==> config.mk <==
export PLATFORM = sky130hd
export DESIGN_NAME = slice_window_stream
export DESIGN_NICKNAME = d
export VERILOG_FILES = /design/src/rtl/slice_window_stream.sv
export SDC_FILE = /design/constraint.sdc
export NUM_CORES = 1
export LEC_CHECK = 0
export ABC_CLOCK_PERIOD_IN_PS = 2200
export BUFFER_PORTS_ARGS = -buffer_cell sky130_fd_sc_hd__clkbuf_2
export CAP_MARGIN = 20
export CORE_MARGIN = 2
export CORE_UTILIZATION = 50
export CTS_CLUSTER_DIAMETER = 120
export DETAILED_ROUTE_END_ITERATION = 10
export PLACE_DENSITY = 0.73
export SETUP_SLACK_MARGIN = 0.4
export SLEW_MARGIN = 20
export SYNTH_ARGS = -nofsm -noshare
export SYNTH_HDL_FRONTEND = slang
export SYNTH_SLANG_ARGS = --single-unit
export TNS_END_PERCENT = 10
==> constraint.sdc <==
create_clock -name CLK -period 2.2 [get_ports CLK]
set_clock_uncertainty 0.1 [all_clocks]
set_input_delay 0.22 -clock CLK [delete_from_list [all_inputs] [get_ports CLK]]
set_output_delay 0.22 -clock CLK [all_outputs]
set_load 0.01 [all_outputs]
==> src/rtl/slice_window_stream.sv <==
// Registered ready/valid bit-window extractor: out_data = in_data[offset +: OUT_WIDTH], zero-filled.
// SCAN mode walks the window across one word. Define SLICE_WINDOW_STREAM_PARITY_EN for out_parity.
module slice_window_stream #(
  parameter int unsigned IN_WIDTH  = 10,
  parameter int unsigned OUT_WIDTH = 6,
  parameter int unsigned OFF_WIDTH = 3
) (
  input  logic                 CLK,
  input  logic                 RESET,
  input  logic                 in_valid,
  output logic                 in_ready,
  input  logic [IN_WIDTH-1:0]  in_data,
  input  logic [OFF_WIDTH-1:0] in_offset,
  input  logic                 in_scan,
  output logic                 out_valid,
  input  logic                 out_ready,
  output logic [OUT_WIDTH-1:0] out_data,
  output logic [OFF_WIDTH-1:0] out_offset,
  output logic                 out_last
`ifdef SLICE_WINDOW_STREAM_PARITY_EN
  ,
  output logic                 out_parity
`endif
);

  localparam int unsigned MaxOff = IN_WIDTH - OUT_WIDTH;
  localparam logic [OFF_WIDTH-1:0] OffTop = '1;

  typedef enum logic [0:0] {StIdle, StEmit} state_e;

  state_e               state_q;
  logic [IN_WIDTH-1:0]  word_q;
  logic [OFF_WIDTH-1:0] off_q;
  logic                 scan_q;
  logic [OUT_WIDTH-1:0] out_data_q;
  logic                 out_last_q;
`ifdef SLICE_WINDOW_STREAM_PARITY_EN
  logic                 out_parity_q;
`endif

  logic                 accept;
  logic [OFF_WIDTH-1:0] off_nxt;
  logic [OUT_WIDTH-1:0] load_win;
  logic [OUT_WIDTH-1:0] adv_win;

  // Logical right shift zero-fills, so bits past the top of the word read as 0 without wrap.
  function automatic logic [OUT_WIDTH-1:0] window_of(input logic [IN_WIDTH-1:0]  w,
                                                     input logic [OFF_WIDTH-1:0] o);
    logic [IN_WIDTH-1:0] sh;
    sh = w >> o;
    return sh[OUT_WIDTH-1:0];
  endfunction

  function automatic logic is_end(input logic [OFF_WIDTH-1:0] o, input logic s);
    return !s || (32'(o) >= MaxOff) || (o == OffTop);
  endfunction

  always_comb begin
    out_valid = (state_q == StEmit);
    in_ready  = !RESET && ((state_q == StIdle) || (out_ready && out_last_q));
    accept    = in_valid && in_ready;
    // Only used when out_last_q is 0, which rules out off_q at the top value.
    off_nxt   = off_q + OFF_WIDTH'(1);
    load_win  = window_of(in_data, in_offset);
    adv_win   = window_of(word_q, off_nxt);
  end

  always_ff @(posedge CLK) begin
    if (RESET) begin
      state_q      <= StIdle;
      word_q       <= '0;
      off_q        <= '0;
      scan_q       <= 1'b0;
      out_data_q   <= '0;
      out_last_q   <= 1'b0;
`ifdef SLICE_WINDOW_STREAM_PARITY_EN
      out_parity_q <= 1'b0;
`endif
    end else if (accept) begin
      state_q      <= StEmit;
      word_q       <= in_data;
      off_q        <= in_offset;
      scan_q       <= in_scan;
      out_data_q   <= load_win;
      out_last_q   <= is_end(in_offset, in_scan);
`ifdef SLICE_WINDOW_STREAM_PARITY_EN
      out_parity_q <= ^load_win;
`endif
    end else if ((state_q == StEmit) && out_ready) begin
      if (out_last_q) begin
        state_q <= StIdle;
      end else begin
        off_q        <= off_nxt;
        out_data_q   <= adv_win;
        out_last_q   <= is_end(off_nxt, scan_q);
`ifdef SLICE_WINDOW_STREAM_PARITY_EN
        out_parity_q <= ^adv_win;
`endif
      end
    end
  end

  assign out_data   = out_data_q;
  assign out_offset = off_q;
  assign out_last   = out_last_q;
`ifdef SLICE_WINDOW_STREAM_PARITY_EN
  assign out_parity = out_parity_q;
`endif

endmodule

# Word-level counts from Yosys, hierarchy flattened
# Cells that the tools add are included.
# classes
n_addsub	1
n_lt_le_gt_ge	2
n_eq_ne	3
shift	2
muxes	12
bitwise	1
reduce_logical	16
# ops
operator	count
10-bit by 3-bit >> shifter with 6-bit output	2
6-bit 2-to-1 mux	3
3-bit 2-to-1 mux	3
3-bit == test, second input constant	2
3-bit greater-or-equal comparator, second input constant	2
1-bit 2-to-1 mux	6
1-bit logical OR	5
1-bit logical AND	4
2-bit AND reduction	2
2-bit nonzero test	2
3-bit by 1-bit adder with 3-bit output, second input constant	1
1-bit logical NOT	3
2-bit by 1-bit inequality test with 1-bit output, second input constant	1
1-bit inverter	1
# totals
regBits	22
in_bits	18
output_inout_bits	12
word_cells	43

# Longest topological paths before layout
# logic_depth
depth_word	7
ltp_mapped	6

# Least setup slack after synthesis
# OpenSTA, ideal clock, no wires.
# synth_timing
kind	flip-flop to flip-flop
startpoint	reg off_q[0] (netlist: out_offset[0])
endpoint	reg out_data_q[0] (netlist: out_data[0])
setup_ps	122
arrival_time_ps	1781
required_time_ps	1978
slack_ps	197
path_stages_with_launch	7
synth_period_minus_slack_ps	2003
cell_sequence	dfxtp_1 -> ha_1 -> buf_2 -> mux4_2 -> mux2i_1 -> nand2_1 -> o311a_1
# synth_via
elab_chain_len	5
# synth_rtl
element	line	source
from (decl)	33	logic [OFF_WIDTH-1:0] off_q;
from (signal assigned)	82	off_q <= in_offset;
from (signal assigned)	93	off_q <= off_nxt;
3-bit by 1-bit adder with 3-bit output	63	off_nxt = off_q + OFF_WIDTH'(1);
10-bit by 3-bit >> shifter with 6-bit output	50	sh = w >> o;
6-bit 2-to-1 mux	90	if (out_last_q) begin
6-bit 2-to-1 mux	89	end else if ((state_q == StEmit) && out_ready) begin
6-bit 2-to-1 mux	79	end else if (accept) begin
to (signal assigned)	84	out_data_q <= load_win;
to (signal assigned)	94	out_data_q <= adv_win;
to (decl)	35	logic [OUT_WIDTH-1:0] out_data_q;
# Every way passes these cells. The select of a mux whose other input is x is not followed.
# A chain may end at the register's enable or synchronous reset.

# Worst setup path in the final report
# layout_timing
startpoint	reg off_q[0] (netlist: out_offset[0])
endpoint	reg out_data_q[2] (netlist: out_data[2])
# Same word-level chain as after synthesis.

==> results by stage <==
STA:
- The relative max-transition margin is 71.94%.
- The highest attainable clock frequency is 534.7 MHz.
- After layout, the minimum clock period comes to 1.870 ns.
- Setup violations remaining at the end of the flow were counted as 0.
- The slack of the critical path is 0.3298 ns.
- The final period utilization is 85.01%.
- The final number of hold-violating endpoints is 0.
- Setup repair after global routing could not meet its margin everywhere.
- For the pin with the worst max-slew slack, the measured transition is 0.4209 ns.
- Summed over all failing endpoints, the final setup total negative slack is 0 ns.
- The number of max-slew violations in the final report is 0.

Yosys:
- The synthesized area per cell is 9.909 um2.
- Of all flip-flops after synthesis, the portion carrying an async set or reset was 0%.
- Counting instances in the post-synthesis netlist gives the leading cell types as 23 x sky130_fd_sc_hd__nand2_1, 22 x sky130_fd_sc_hd__dfxtp_1, 10 x sky130_fd_sc_hd__nand2b_1, 10 x sky130_fd_sc_hd__o21ai_1, 9 x sky130_fd_sc_hd__mux4_2.
- The primary flip-flop cell chosen by synthesis mapping is sky130_fd_sc_hd__dfxtp_1.
- In the post-synthesis netlist, the cell with the most instances is sky130_fd_sc_hd__nand2_1.
- After synthesis the cells add up to 1595 um2.
- During synthesis, Yosys emitted a total of 0 warnings.
- The share of synthesized area occupied by flip-flops and latches is 27.61%.
- Yosys attributes the largest share of cell area to sky130_fd_sc_hd__dfxtp_1 28%, sky130_fd_sc_hd__mux4_2 13%, sky130_fd_sc_hd__mux4_1 8.2%, sky130_fd_sc_hd__nand2_1 5.4%, sky130_fd_sc_hd__mux2i_1 4.4%.
- The gate count after technology mapping is 161.
- The biggest area contributor in the post-synthesis netlist is sky130_fd_sc_hd__dfxtp_1.
- The number of flip-flops and latches in the synthesized netlist is 22.
- Yosys mapped a number of flops with a built-in enable equal to 0.
- In this run the biggest area consumer among cell types represents 27.61% of the synthesized area.
- The distinct cell type count of the synthesized netlist is 39.
- The net count after synthesis is 180.

Cells and area:
- For this run, the post-layout net count is 209.
- The count of inserted antenna diode cells is 0.
- The final core utilization is 58.36%.
- In the final layout, the share of cells above drive strength 1 is 29.79%.
- Counting the fill cells in the layout gives 297.
- From synthesis to final layout, the design area changed by 11.69%.

Outcome:
- The flow ran to the end, and the final reports show no timing, DRC or antenna violations.

Drt:
- The post-detailed-route DRC marker count is 0.
- Dividing the detail-routed via count by the number of cells gives 6.129.
- The number of DRC markers after the initial detailed-route iteration is 36.
- In the final routed layout, each cell accounts on average for 16.46 um.
- The detail route stage leaves a number of antenna-violating nets equal to 0.
- The first TritonRoute pass finished after 4 iterations.
- For this block, the routed nets add up to 3818 um of wire.
- The via count is 1422.

CTS:
- In this run the number of H-tree levels came out at 1.
- TritonCTS built the clock tree.
- The clock slew at the register clock pins of the worst setup and hold paths is 0.12 ns.
- The TritonCTS sink count is 22.
- The TritonCTS buffer count is 3.
- At the later pin of the worst-skew pair, clock insertion delay measures 0.31 ns.
- The clock passes through at most 2 buffers.
- The post-cts repair resize count is 0.
- The tree is rooted in a sky130_fd_sc_hd__clkbuf_4.

Placed design:
- The final HPWL from detailed placement is 2814 um.
- Input and output buffers added on the ports amount to 29.
- Prior to clock tree synthesis, the placed netlist has a worst setup slack of 0.2553 ns.
- Routability-driven placement finished with a final weighted congestion of 0.8275.

Critical path:
- For the worst setup path, the data required time is 2.31 ns.
- The family of cells with the greatest summed delay on the critical path is multiplexers.
- STA classifies the critical path startpoint as a flop.
- Along the worst path, the maximum fanout reaches 4.
- In this run the register-to-register setup slack is 0.33 ns.
- Traced cell by cell, the critical path runs through ha_4 -> mux4_2 -> mux2_2 -> a22oi_1 -> a21oi_1.
- The kind of end point of the critical path is a flop.
- Data on the critical path arrives at its endpoint at 1.98 ns.
- The path type of the worst setup path is flop to flop.
- The slowest stage of the critical path is the sky130_fd_sc_hd__mux4_2 cell.
- The maximum cell stage delay along the critical path is 0.50 ns.
- The total buffers and inverters traversed by the critical path is 0.

Die:
- In this run the horizontal extent of the chip is 60.49 um.
- The area of the core is 3053 um2.
- The die outline area is 3658 um2.
- The number of top-level pins is 30.
- The die is 60.49 um tall.
- Once the floorplan was initialized, standard cells occupied 52.25% of the core.
- The floorplan has 20 rows.

GRT:
- The number of global-route vias before repair is 1309.
- The remaining global-route overflow is 0.
- Entering global routing, the biggest net connects 37 pins.
- The wire length of the first global-routing pass is 6223 um.
- The initial antenna violation count is 0.
- Global routing used 23.40% of the available tracks across all layers.

Power:
- Dividing total power by cell area gives a power density of 525.5 nW/um2.
- The maximum VDD drop is 304.3 uV.
- For this design the static power due to leakage is 0.0006994 uW.

Min path:
- The min-delay analysis places its worst path in the category input pin to flop.

Job:
- The number of max-capacitance violations reported is 0.
==> power by group <==
group / internal [uW] / switching [uW]
Sequential: 429 / 30.9
Combinational: 151 / 138
Clock: 64.2 / 123
Total: 644 / 292
==> registers in the layout, summed over array words and instances (netlist names) <==
signal / count
scan_q: 1
out_last: 1
out_offset: 3
out_valid: 1
out_data: 6
word_q: 10
==> path summary, 6_finish.rpt <==
path / cells after the start / end / start
hold reg to reg: 2 / word_q[0]$_SDFFE_PP0P_ / word_q[0]$_SDFFE_PP0P_
setup reg to reg: 5 / out_data[2]$_SDFFE_PP0P_ / out_offset[0]$_SDFFE_PP0P_
setup / recovery: 5 / out_data[2]$_SDFFE_PP0P_ / out_offset[0]$_SDFFE_PP0P_
hold / removal: 3 / word_q[1]$_SDFFE_PP0P_ / in_data[1]
==> layer usage <==
layer / global-route usage, % / wire length, um / part of all wire, %
met1: 28.01 / 1587 / 42
met2: 40.84 / 1906 / 50
met3: 3.625 / 185 / 4.8
met4: 11.80 / 139 / 3.6
met5: 0 / 0 / 0
==> cell type report <==
class / count / area, um2 / area share (%)
inverter: 4 / 15.01 / 0.8427
clock buffer: 3 / 22.52 / 1.264
sequential: 22 / 442.9 / 24.86
multi-input combinational: 122 / 1026 / 57.58
tap: 44 / 55.05 / 3.090
timing repair buffer: 37 / 220.2 / 12.36
==> cell families after synthesis <==
family,after synthesis,synth area share (%)
AOI/OAI and AO/OA,39,16.16
xor gates and xnor gates,1,0.5491
adders and majority gates,1,0.7842
buffers and inverters,17,8.862
DFF,22,27.61
muxes,25,28.16
and+or+nand+nor,56,17.88
==> timing repair <==
item	CTS	global route
endpoints found under the hold margin	0	1
pin swaps	2	1
setup endpoints to repair	3	5
buffers inserted	3	1
hold buffers	0	1
==> worst min-delay path, stage by stage <==
cell and delay, ns:
sky130_fd_sc_hd__clkbuf_2 0.09, sky130_fd_sc_hd__nand2_1 0.05, sky130_fd_sc_hd__o21ai_1 0.05
==> metrics by stage <==
stage / total power [uW] / hold WS, ns / cells / instance area [um2]
floorplan: 675.4 / 0.2266 / 161 / 1620
global placement: 724.5 / 0.3401 / 224 / 1707
detailed placement: 736.2 / 0.3540 / 224 / 1707
CTS: 933.4 / 0.01804 / 230 / 1764
global route: 990.0 / 0.04273 / 232 / 1782
finish: 936.3 / 0.02945 / 232 / 1782
==> layout by cell type, fill, tap and decap left out, drive strengths merged, types with 4 or more instances in the layout <==
cell type  count
clkbuf        32
nand2         23
dfxtp         22
mux4          14
o21ai         11
nand2b        10
a31oi          8
nor2           7
mux2i          7
buf            7
nand3b         6
inv            4
a21oi          4
mux2           4
Note: power is estimated with default switching activity, not from simulation.
